### config.mk
export PLATFORM = sky130hd
export DESIGN_NAME = wb_gpu_loader_flat
export DESIGN_NICKNAME = d
export VERILOG_FILES = /design/src/rtl/wb_gpu_loader_if.sv /design/src/rtl/wb_gpu_loader.sv /design/src/flat_wrapper.sv
export SDC_FILE = /design/constraint.sdc
export NUM_CORES = 1
export LEC_CHECK = 0
export ABC_AREA = 1
export CAP_MARGIN = 25
export CORE_AREA = 5 5 107 109
export CTS_CLUSTER_DIAMETER = 150
export DETAILED_ROUTE_END_ITERATION = 10
export DIE_AREA = 0 0 112 114
export PLACE_DENSITY = 0.79
export SETUP_SLACK_MARGIN = 0.4
export SLEW_MARGIN = 30
export SYNTH_ARGS = -nofsm -noshare
export SYNTH_HDL_FRONTEND = slang
export SYNTH_SLANG_ARGS = --single-unit
### constraint.sdc
create_clock -name clk_100MHz -period 2.3 [get_ports clk_100MHz]
set_input_delay 0.46 -clock clk_100MHz [delete_from_list [all_inputs] [get_ports clk_100MHz]]
set_output_delay 0.46 -clock clk_100MHz [all_outputs]
set_load 0.02 [all_outputs]
### src/rtl/wb_gpu_loader_if.sv
// Command handshake and Wishbone classic write bus for the GPU fill loader.
// master: the loader (takes commands, drives the Wishbone master side).
// slave : the command producer / Wishbone slave side (testbench or fabric).
interface wb_gpu_loader_if;
    localparam int unsigned AW = 27;
    localparam int unsigned DW = 32;
    localparam int unsigned SW = 4;
    localparam int unsigned LW = 8;

    // command channel
    logic          i_cmd_valid;
    logic          o_cmd_ready;
    logic [AW-1:0] i_cmd_addr;
    logic [DW-1:0] i_cmd_data;
    logic [SW-1:0] i_cmd_sel;
    logic [LW-1:0] i_cmd_len;

    // Wishbone classic master
    logic          wb_cyc_o;
    logic          wb_stb_o;
    logic          wb_we_o;
    logic [AW-1:0] wb_adr_o;
    logic [DW-1:0] wb_dat_o;
    logic [SW-1:0] wb_sel_o;
    logic          wb_ack_i;

    modport master (
        input  i_cmd_valid, i_cmd_addr, i_cmd_data, i_cmd_sel, i_cmd_len, wb_ack_i,
        output o_cmd_ready, wb_cyc_o, wb_stb_o, wb_we_o, wb_adr_o, wb_dat_o, wb_sel_o
    );

    modport slave (
        output i_cmd_valid, i_cmd_addr, i_cmd_data, i_cmd_sel, i_cmd_len, wb_ack_i,
        input  o_cmd_ready, wb_cyc_o, wb_stb_o, wb_we_o, wb_adr_o, wb_dat_o, wb_sel_o
    );
endinterface

### src/rtl/wb_gpu_loader.sv
// Wishbone classic write-fill loader: accepts one command (addr, data, sel,
// len) and writes the same data word to len+1 consecutive addresses, one beat
// per cycle at most, aborting a beat that is not acknowledged within TIMEOUT.
// Ports:
//   clk_100MHz, reset_n : clock, async active-low reset
//   bus                 : command handshake + Wishbone master (master modport)
//   o_busy              : state is not IDLE
//   o_done              : one-cycle pulse after the last beat is acknowledged
//   o_error             : sticky timeout flag, cleared by the next accepted command
module wb_gpu_loader #(
    parameter int unsigned TIMEOUT   = 255,
    parameter int unsigned ADDR_STEP = 4
) (
    input  logic              clk_100MHz,
    input  logic              reset_n,
    wb_gpu_loader_if.master   bus,
    output logic              o_busy,
    output logic              o_done,
    output logic              o_error
);
    localparam int unsigned AW = 27;
    localparam int unsigned DW = 32;
    localparam int unsigned SW = 4;
    localparam int unsigned LW = 8;
    localparam int unsigned TW = 8;

    localparam logic [TW-1:0] TIMEOUT_C = TW'(TIMEOUT);
    localparam logic [AW-1:0] STEP_C    = AW'(ADDR_STEP);

    typedef enum logic [1:0] {
        S_IDLE  = 2'd0,
        S_BUS   = 2'd1,
        S_ABORT = 2'd2
    } state_e;

    state_e        state_q, state_d;
    logic [AW-1:0] adr_q,   adr_d;
    logic [DW-1:0] dat_q,   dat_d;
    logic [SW-1:0] sel_q,   sel_d;
    logic [LW-1:0] rem_q,   rem_d;
    logic [TW-1:0] tmo_q,   tmo_d;
    logic          cyc_q,   cyc_d;
    logic          busy_q,  busy_d;
    logic          ready_q, ready_d;
    logic          done_q,  done_d;
    logic          error_q, error_d;

    // State register and datapath flops
    always_ff @(posedge clk_100MHz or negedge reset_n) begin
        if (!reset_n) begin
            state_q <= S_IDLE;
            adr_q   <= '0;
            dat_q   <= '0;
            sel_q   <= '0;
            rem_q   <= '0;
            tmo_q   <= '0;
            cyc_q   <= 1'b0;
            busy_q  <= 1'b0;
            ready_q <= 1'b1;
            done_q  <= 1'b0;
            error_q <= 1'b0;
        end else begin
            state_q <= state_d;
            adr_q   <= adr_d;
            dat_q   <= dat_d;
            sel_q   <= sel_d;
            rem_q   <= rem_d;
            tmo_q   <= tmo_d;
            cyc_q   <= cyc_d;
            busy_q  <= busy_d;
            ready_q <= ready_d;
            done_q  <= done_d;
            error_q <= error_d;
        end
    end

    // Next-state and next-output logic
    always_comb begin
        state_d = state_q;
        adr_d   = adr_q;
        dat_d   = dat_q;
        sel_d   = sel_q;
        rem_d   = rem_q;
        tmo_d   = tmo_q;
        done_d  = 1'b0;
        error_d = error_q;

        unique case (state_q)
            S_IDLE: begin
                if (bus.i_cmd_valid) begin
                    adr_d   = bus.i_cmd_addr;
                    dat_d   = bus.i_cmd_data;
                    sel_d   = bus.i_cmd_sel;
                    rem_d   = bus.i_cmd_len;
                    tmo_d   = '0;
                    error_d = 1'b0;
                    state_d = S_BUS;
                end
            end
            S_BUS: begin
                // An ack wins over a timeout reached in the same cycle.
                if (bus.wb_ack_i) begin
                    tmo_d = '0;
                    if (rem_q != '0) begin
                        adr_d = adr_q + STEP_C;
                        rem_d = rem_q - LW'(1);
                    end else begin
                        state_d = S_IDLE;
                        done_d  = 1'b1;
                    end
                end else begin
                    tmo_d = tmo_q + TW'(1);
                    if (tmo_d == TIMEOUT_C) begin
                        tmo_d   = '0;
                        error_d = 1'b1;
                        state_d = S_ABORT;
                    end
                end
            end
            S_ABORT: begin
                rem_d   = '0;
                state_d = S_IDLE;
            end
            default: begin
                state_d = S_IDLE;
            end
        endcase

        // Status flops track the state being entered so they stay registered.
        cyc_d   = (state_d == S_BUS);
        busy_d  = (state_d != S_IDLE);
        ready_d = (state_d == S_IDLE);
    end

    assign bus.o_cmd_ready = ready_q;
    assign bus.wb_cyc_o    = cyc_q;
    assign bus.wb_stb_o    = cyc_q;
    assign bus.wb_we_o     = cyc_q;
    assign bus.wb_adr_o    = adr_q;
    assign bus.wb_dat_o    = dat_q;
    assign bus.wb_sel_o    = sel_q;
    assign o_busy          = busy_q;
    assign o_done          = done_q;
    assign o_error         = error_q;
endmodule

### src/flat_wrapper.sv
// flat-port wrapper written by rule: the top's interface ports become plain ports
module wb_gpu_loader_flat 
#(
    parameter int unsigned TIMEOUT   = 255,
    parameter int unsigned ADDR_STEP = 4
)
  (clk_100MHz, reset_n, o_busy, o_done, o_error, bus_i_cmd_valid, bus_i_cmd_addr, bus_i_cmd_data, bus_i_cmd_sel, bus_i_cmd_len, bus_wb_ack_i, bus_o_cmd_ready, bus_wb_cyc_o, bus_wb_stb_o, bus_wb_we_o, bus_wb_adr_o, bus_wb_dat_o, bus_wb_sel_o);
  wb_gpu_loader_if bus_i ();
  input  logic clk_100MHz;
  input  logic reset_n;
  output logic o_busy;
  output logic o_done;
  output logic o_error;
  input wire logic [$bits(bus_i.i_cmd_valid)-1:0] bus_i_cmd_valid;
  input wire logic [$bits(bus_i.i_cmd_addr)-1:0] bus_i_cmd_addr;
  input wire logic [$bits(bus_i.i_cmd_data)-1:0] bus_i_cmd_data;
  input wire logic [$bits(bus_i.i_cmd_sel)-1:0] bus_i_cmd_sel;
  input wire logic [$bits(bus_i.i_cmd_len)-1:0] bus_i_cmd_len;
  input wire logic [$bits(bus_i.wb_ack_i)-1:0] bus_wb_ack_i;
  output wire logic [$bits(bus_i.o_cmd_ready)-1:0] bus_o_cmd_ready;
  output wire logic [$bits(bus_i.wb_cyc_o)-1:0] bus_wb_cyc_o;
  output wire logic [$bits(bus_i.wb_stb_o)-1:0] bus_wb_stb_o;
  output wire logic [$bits(bus_i.wb_we_o)-1:0] bus_wb_we_o;
  output wire logic [$bits(bus_i.wb_adr_o)-1:0] bus_wb_adr_o;
  output wire logic [$bits(bus_i.wb_dat_o)-1:0] bus_wb_dat_o;
  output wire logic [$bits(bus_i.wb_sel_o)-1:0] bus_wb_sel_o;
  assign bus_i.i_cmd_valid = bus_i_cmd_valid;
  assign bus_i.i_cmd_addr = bus_i_cmd_addr;
  assign bus_i.i_cmd_data = bus_i_cmd_data;
  assign bus_i.i_cmd_sel = bus_i_cmd_sel;
  assign bus_i.i_cmd_len = bus_i_cmd_len;
  assign bus_i.wb_ack_i = bus_wb_ack_i;
  assign bus_o_cmd_ready = bus_i.o_cmd_ready;
  assign bus_wb_cyc_o = bus_i.wb_cyc_o;
  assign bus_wb_stb_o = bus_i.wb_stb_o;
  assign bus_wb_we_o = bus_i.wb_we_o;
  assign bus_wb_adr_o = bus_i.wb_adr_o;
  assign bus_wb_dat_o = bus_i.wb_dat_o;
  assign bus_wb_sel_o = bus_i.wb_sel_o;
  wb_gpu_loader #(.TIMEOUT(TIMEOUT), .ADDR_STEP(ADDR_STEP)) u_core (.clk_100MHz(clk_100MHz), .reset_n(reset_n), .bus(bus_i), .o_busy(o_busy), .o_done(o_done), .o_error(o_error));
endmodule
==> Word level (Yosys, flattened, before mapping) <==
Index checks and enable logic that the tools add are counted.
{ "totals": {"word_cells": 58, "out_inout_bits": 70, "input_bits": 75, "reg_bits": 86} }
{ "op_classes": {"n_eq_ne": 9, "addsub": 3, "n_reduce_logical": 11, "muxes": 24} }
{ "op_table": {"columns": ["operator", "n"], "rows": [
  ["2-to-1 mux 27 bit", 3],
  ["one-hot mux 27 bit (2 select lines)", 1],
  ["2-to-1 mux 8 bit", 6],
  ["adder 27 x 3 -> 27 bit (second input constant)", 1],
  ["one-hot mux 8 bit (3 select lines)", 1],
  ["one-hot mux 8 bit (2 select lines)", 1],
  ["AND reduction 4 bit", 3],
  ["adder 8 x 1 -> 8 bit (second input constant)", 1],
  ["equality test 8 bit (second input constant)", 1],
  ["2-to-1 mux 2 bit", 4],
  ["nonzero test 8 bit", 1],
  ["subtractor 8 x 1 -> 8 bit (second input constant)", 1],
  ["2-to-1 mux 1 bit", 6],
  ["inequality test 2 bit (second input constant)", 3],
  ["equality test 2 x 1 -> 1 bit (second input constant)", 2],
  ["logical NOT 2 bit", 2],
  ["inequality test 2 x 1 -> 1 bit (second input constant)", 2],
  ["one-hot mux 2 bit (2 select lines)", 1],
  ["AND reduction 2 bit", 2],
  ["nonzero test 2 bit", 2],
  ["nonzero test 3 bit", 1],
  ["equality test 2 bit (second input constant)", 1],
  ["one-hot mux 1 bit (2 select lines)", 1]
]} }

==> Depth between registers and ports, before layout <==
{ "logic_depth": {"ltp_word": 6, "depth_mapped": 12, "depth_no_buf": 12} }

==> Worst setup path before layout <==
Ideal clock, no wire load.
{ "synth_path": {"path_type": "reg2reg", "from": "register u_core.adr_q[2] (netlist: u_core.bus.wb_adr_o[2])", "to": "register u_core.adr_q[16] (netlist: u_core.bus.wb_adr_o[16])", "period_less_slack_ns": 1.685, "t_required_ns": 2.179, "stages_incl_launch_ff": 11, "setup_time_ns": 0.121, "n_path_buf": 0, "arrival_time_ns": 1.564, "slack_ns": 0.615, "cell_sequence": "dfrtp_1 ha_1 nand2_1 nor2_4 inv_1 nor2_2 nand3_1 nand2_1 nand3_1 nand2_1 o21ai_1"} }
{ "synth_via": {"elab_chain_len": 4} }
{ "synth_rtl": {"columns": ["item", "line_no", "rtl"], "rows": [
  ["start: declaration", "wb_gpu_loader.sv:37", "logic [AW-1:0] adr_q, adr_d;"],
  ["start signal: assignment", "wb_gpu_loader.sv:64", "adr_q <= adr_d;"],
  ["adder 27 x 3 -> 27 bit", "wb_gpu_loader.sv:105", "adr_d = adr_q + STEP_C;"],
  ["2-to-1 mux 27 bit", "wb_gpu_loader.sv:104", "if (rem_q != '0) begin"],
  ["2-to-1 mux 27 bit", "wb_gpu_loader.sv:102", "if (bus.wb_ack_i) begin"],
  ["one-hot mux 27 bit (2 select lines)", "wb_gpu_loader.sv:88", "unique case (state_q)"]
]} }
Every way passes these cells. The select of a mux whose other input is x is not followed.
A chain may end at the register's enable or synchronous reset.

==> Worst setup path after layout <==
{ "layout_path": {"from": "register u_core.adr_q[19] (netlist: u_core.bus.wb_adr_o[19])", "to": "output bus_wb_adr_o[19]"} }
{ "layout_rtl": {"columns": ["item", "line_no", "rtl"], "rows": [
  ["end: declaration", "flat_wrapper.sv:24", "output wire logic [$bits(bus_i.wb_adr_o)-1:0] bus_wb_adr_o;"]
]} }
No word-level cell between the ends.

==> impl_metrics.yaml <==
routing:
  drtAntennaViolNets: 0
  dr.pass1.iters: 6
  m1WireLength_um: 5729
  met2WireLength_um: 6026
  wl_um: 12950
  drtIter0Drc: 253
  top_layer: "met4"
  wire_per_inst_um: 13.61
  drcViolationCount: 0
  dr_wl_met3_um: 916
  vias: 4747
  vias_per_cell: 4.986
sta:
  relSlewSlack_pct: 70.69
  timing.final.ws_setup_ps: 451.1
  clock.fmax_ghz: 0.5409
  finalCritPeriodShare_pct: 80.39
  rsz0062_at_grt: "false"
  fin_setup_tns_ps: 0
  slew_violations: 0
  fin_hold_ws_ps: 44.66
  hold_violations: 0
  skew_ps: 5.848
  setup_viol_count_final: 0
  tightest_slew_ps: 439.7
  fin_crit_ps: 1849
placed_design:
  routabilityCongestion: 0.8762
  dp_slack_ps: 299.0
  dpl.hpwl_um: 9728
  place_area_um2: 6279
  portBuffers: 144
clock_network:
  cts_tree: "done"
  cts_hold_buffers: 0
  cts_sinks: 86
  cts.clk_slew.worst_paths_ps: 80
  htree_levels: 3
  worstSkewPairLatency_ps: 340
  ctsLongestPathBuffers: 2
  cts_buffers: 9
  clockRootBuffer: "clkbuf_8"
logic_synthesis:
  yosys_register_bits: 86
  yosysWarnings: 0
  synth_nets: 746
  synth_cell_types: 37
  synth_area_um2: 4713
  synthCells: 663
  ys_seq_area_share_pct: 45.69
  syn_area_per_cell_um2: 7.109
critical_path:
  cp.arrival_ps: 1390
  crit_cells: 1
  critPathTopFamily: "buffers and inverters"
  critPathRequiredTime_ps: 1840
  r2r_start: "u_core.state_q[0]$_DFF_PN0_"
  critPathMaxStageDelay_ps: 630
  path_max_fanout: 4
  path_cells: "clkdlybuf4s50_1"
  critPathBufInv: 1
  critPathSlowestCell: "clkdlybuf4s50_1"
  critPathCapture: "bus_wb_adr_o[19]"
  r2r_setup_slack_ps: 520
  cp-end-kind: "output pin"
  rr_worst_depth: 9
  crit_type: "flip-flop to output pin"
  crit_path_start_kind: "flip-flop"
  reg2reg_to: "u_core.bus.wb_adr_o[20]$_DFFE_PN0P_"
  cp-startpoint: "u_core.bus.wb_adr_o[19]$_DFFE_PN0P_"
pwr:
  vdd_drop_max_uv: 599.0
  p_leak_uw: 0.003244
  power_density_nw_per_um2: 1290
cells_and_area:
  fin_util_pct: 62.30
  drive_gt1_share_pct: 5.788
  synthToLayoutAreaGrowth_pct: 38.89
  fin_area_um2: 6546
  nFillCells: 909
  antennaDiodeCount: 0
  regArea_um2: 2157
  multiInputGateArea_um2: 2250
  nets: 891
floorplan:
  dieArea_um2: 12770
  start_util_pct: 44.86
  die_y_um: 114
  fp-row-count: 38
  core_area_um2: 10510
  io_pins: 145
  die-width_um: 112
min_path:
  hold_path.class: "primary input to asynchronous set/reset pin"
run:
  maxCapViolations: 0
run_status:
  outcome: "finished clean"
global_route:
  grt_pass1_vias: 4882
  gr-total-overflow: 0
  grtUsageTotal_pct: 20.48
  grt_max_degree: 53
  grt_pass1_wl_um: 21810
  antenna_found_initial: 0
## synth_stat cells
library cell  number  area share [%]
a21oi_1            7            0.74
a21oi_2            1            0.19
a22o_1             2            0.37
a22oi_1            1            0.16
and2_1             1            0.13
buf_1              2            0.16
buf_2              2            0.21
buf_4              4            0.64
buf_6              3            0.72
clkbuf_1           8            0.64
clkinv_1           1           0.080
dfrtp_1           85              45
dfstp_2            1            0.56
ha_1               8             2.1
inv_1             51             4.1
inv_2              3            0.24
inv_4              2            0.27
nand2_1          282              22
nand2_2            2            0.27
nand3_1           35             3.7
nand3_2            1            0.21
nand3_4            1            0.37
nand3b_1           3            0.48
nand4_1           12             1.6
nor2_1            73             5.8
nor2_2             3            0.40
nor2_4             1            0.24
nor3_1             8            0.85
nor3_2             1            0.21
o211ai_1           3            0.48
o21ai_0           26             2.8
o21ai_1           20             2.1
o22ai_1            2            0.27
o31ai_1            1            0.16
or2_1              1            0.13
or2_2              1            0.13
xor2_1             5            0.93
## flip-flops by register name, summed over array words and instances, names as in the netlist
name                    flops
u_core.bus.wb_adr_o        27
u_core.bus.wb_cyc_o         1
u_core.state_q              2
u_core.bus.o_cmd_ready      1
u_core.bus.wb_sel_o         4
u_core.bus.wb_dat_o        32
u_core.tmo_q                8
u_core.o_done               1
u_core.rem_q                8
u_core.o_error              1
u_core.o_busy               1
## power by group
group	internal, uW	leakage, uW	switching [uW]
combinational	1900	0.00208	2740
clock	523	0.0000952	522
sequential	2180	0.00107	577
## logic make-up (layout without fill, tap and decap cells)
group                      after synthesis  count (layout)  synth area share (%)
DFF                                     86              86                 45.69
AOI/OAI and AO/OA                       63              63                 7.247
and+or+nand+nor                        425             425                 37.01
buffers and inverters                   76             225                 7.008
adders and majority gates                8               8                 2.124
xor gates and xnor gates                 5               5                0.9291
## placed cells by master, fill, tap and decap left out, drive strengths merged, types with 3 or more instances in the layout
cell type and n:
a21oi 8, buf 10, clkbuf 11, clkdlybuf4s50 121, dfrtp 85, dlygate4sd2 10, dlymetal6s2s 12, ha 8
inv 56, nand2 284, nand3 37, nand3b 3, nand4 12, nor2 77, nor3 9, o211ai 3
o21ai 46, xor2 5
## what timing repair did
action | CTS | global route
gates resized for setup | 10 | 21
buffers inserted | 0 | 4
setup endpoints to repair | 10 | 27
## layer usage
| layer | GRT usage, % | vias up |
|---|---|---|
| met3 | 5.199 | 23 |
| li1 | - | 2379 |
| met2 | 33.13 | 161 |
| met5 | 0 | - |
| met1 | 25.87 | 2184 |
| met4 | 9.696 | 0 |
## area by class of cell
cell class,instances,area share [%]
multi-input combinational,501,34.37
inverter,57,3.402
clock buffer,11,2.160
timing repair buffer,153,23.72
sequential,86,32.95
clock inverter,4,0.7263
tap,140,2.676
## worst min-delay path by stage
| stage | depth (start not counted) | end | slack (ps) | startpoint |
|---|---|---|---|---|
| after floorplan | 0 | u_core.bus.wb_adr_o[0]$_DFFE_PN0P_ | 160 | reset_n |
| after global placement | 1 | u_core.bus.wb_dat_o[12]$_DFFE_PN0P_ | 430 | reset_n |
| final | 1 | u_core.bus.wb_dat_o[11]$_DFFE_PN0P_ | 40 | reset_n |
| after detailed placement | 1 | u_core.bus.wb_dat_o[11]$_DFFE_PN0P_ | 440 | reset_n |
| after global routing | 1 | u_core.bus.wb_dat_o[11]$_DFFE_PN0P_ | 60 | reset_n |
| after CTS | 1 | u_core.bus.wb_dat_o[11]$_DFFE_PN0P_ | 50 | reset_n |
## stage by stage
step / cells / total power (uW)
4_1_cts: 948 / 8441
6_report: 952 / 8447
3_5_place_dp: 933 / 7422
2_1_floorplan: 663 / 5534
5_1_grt: 952 / 9152
3_3_place_gp: 933 / 7310
Power figures use the tool's default switching activity.
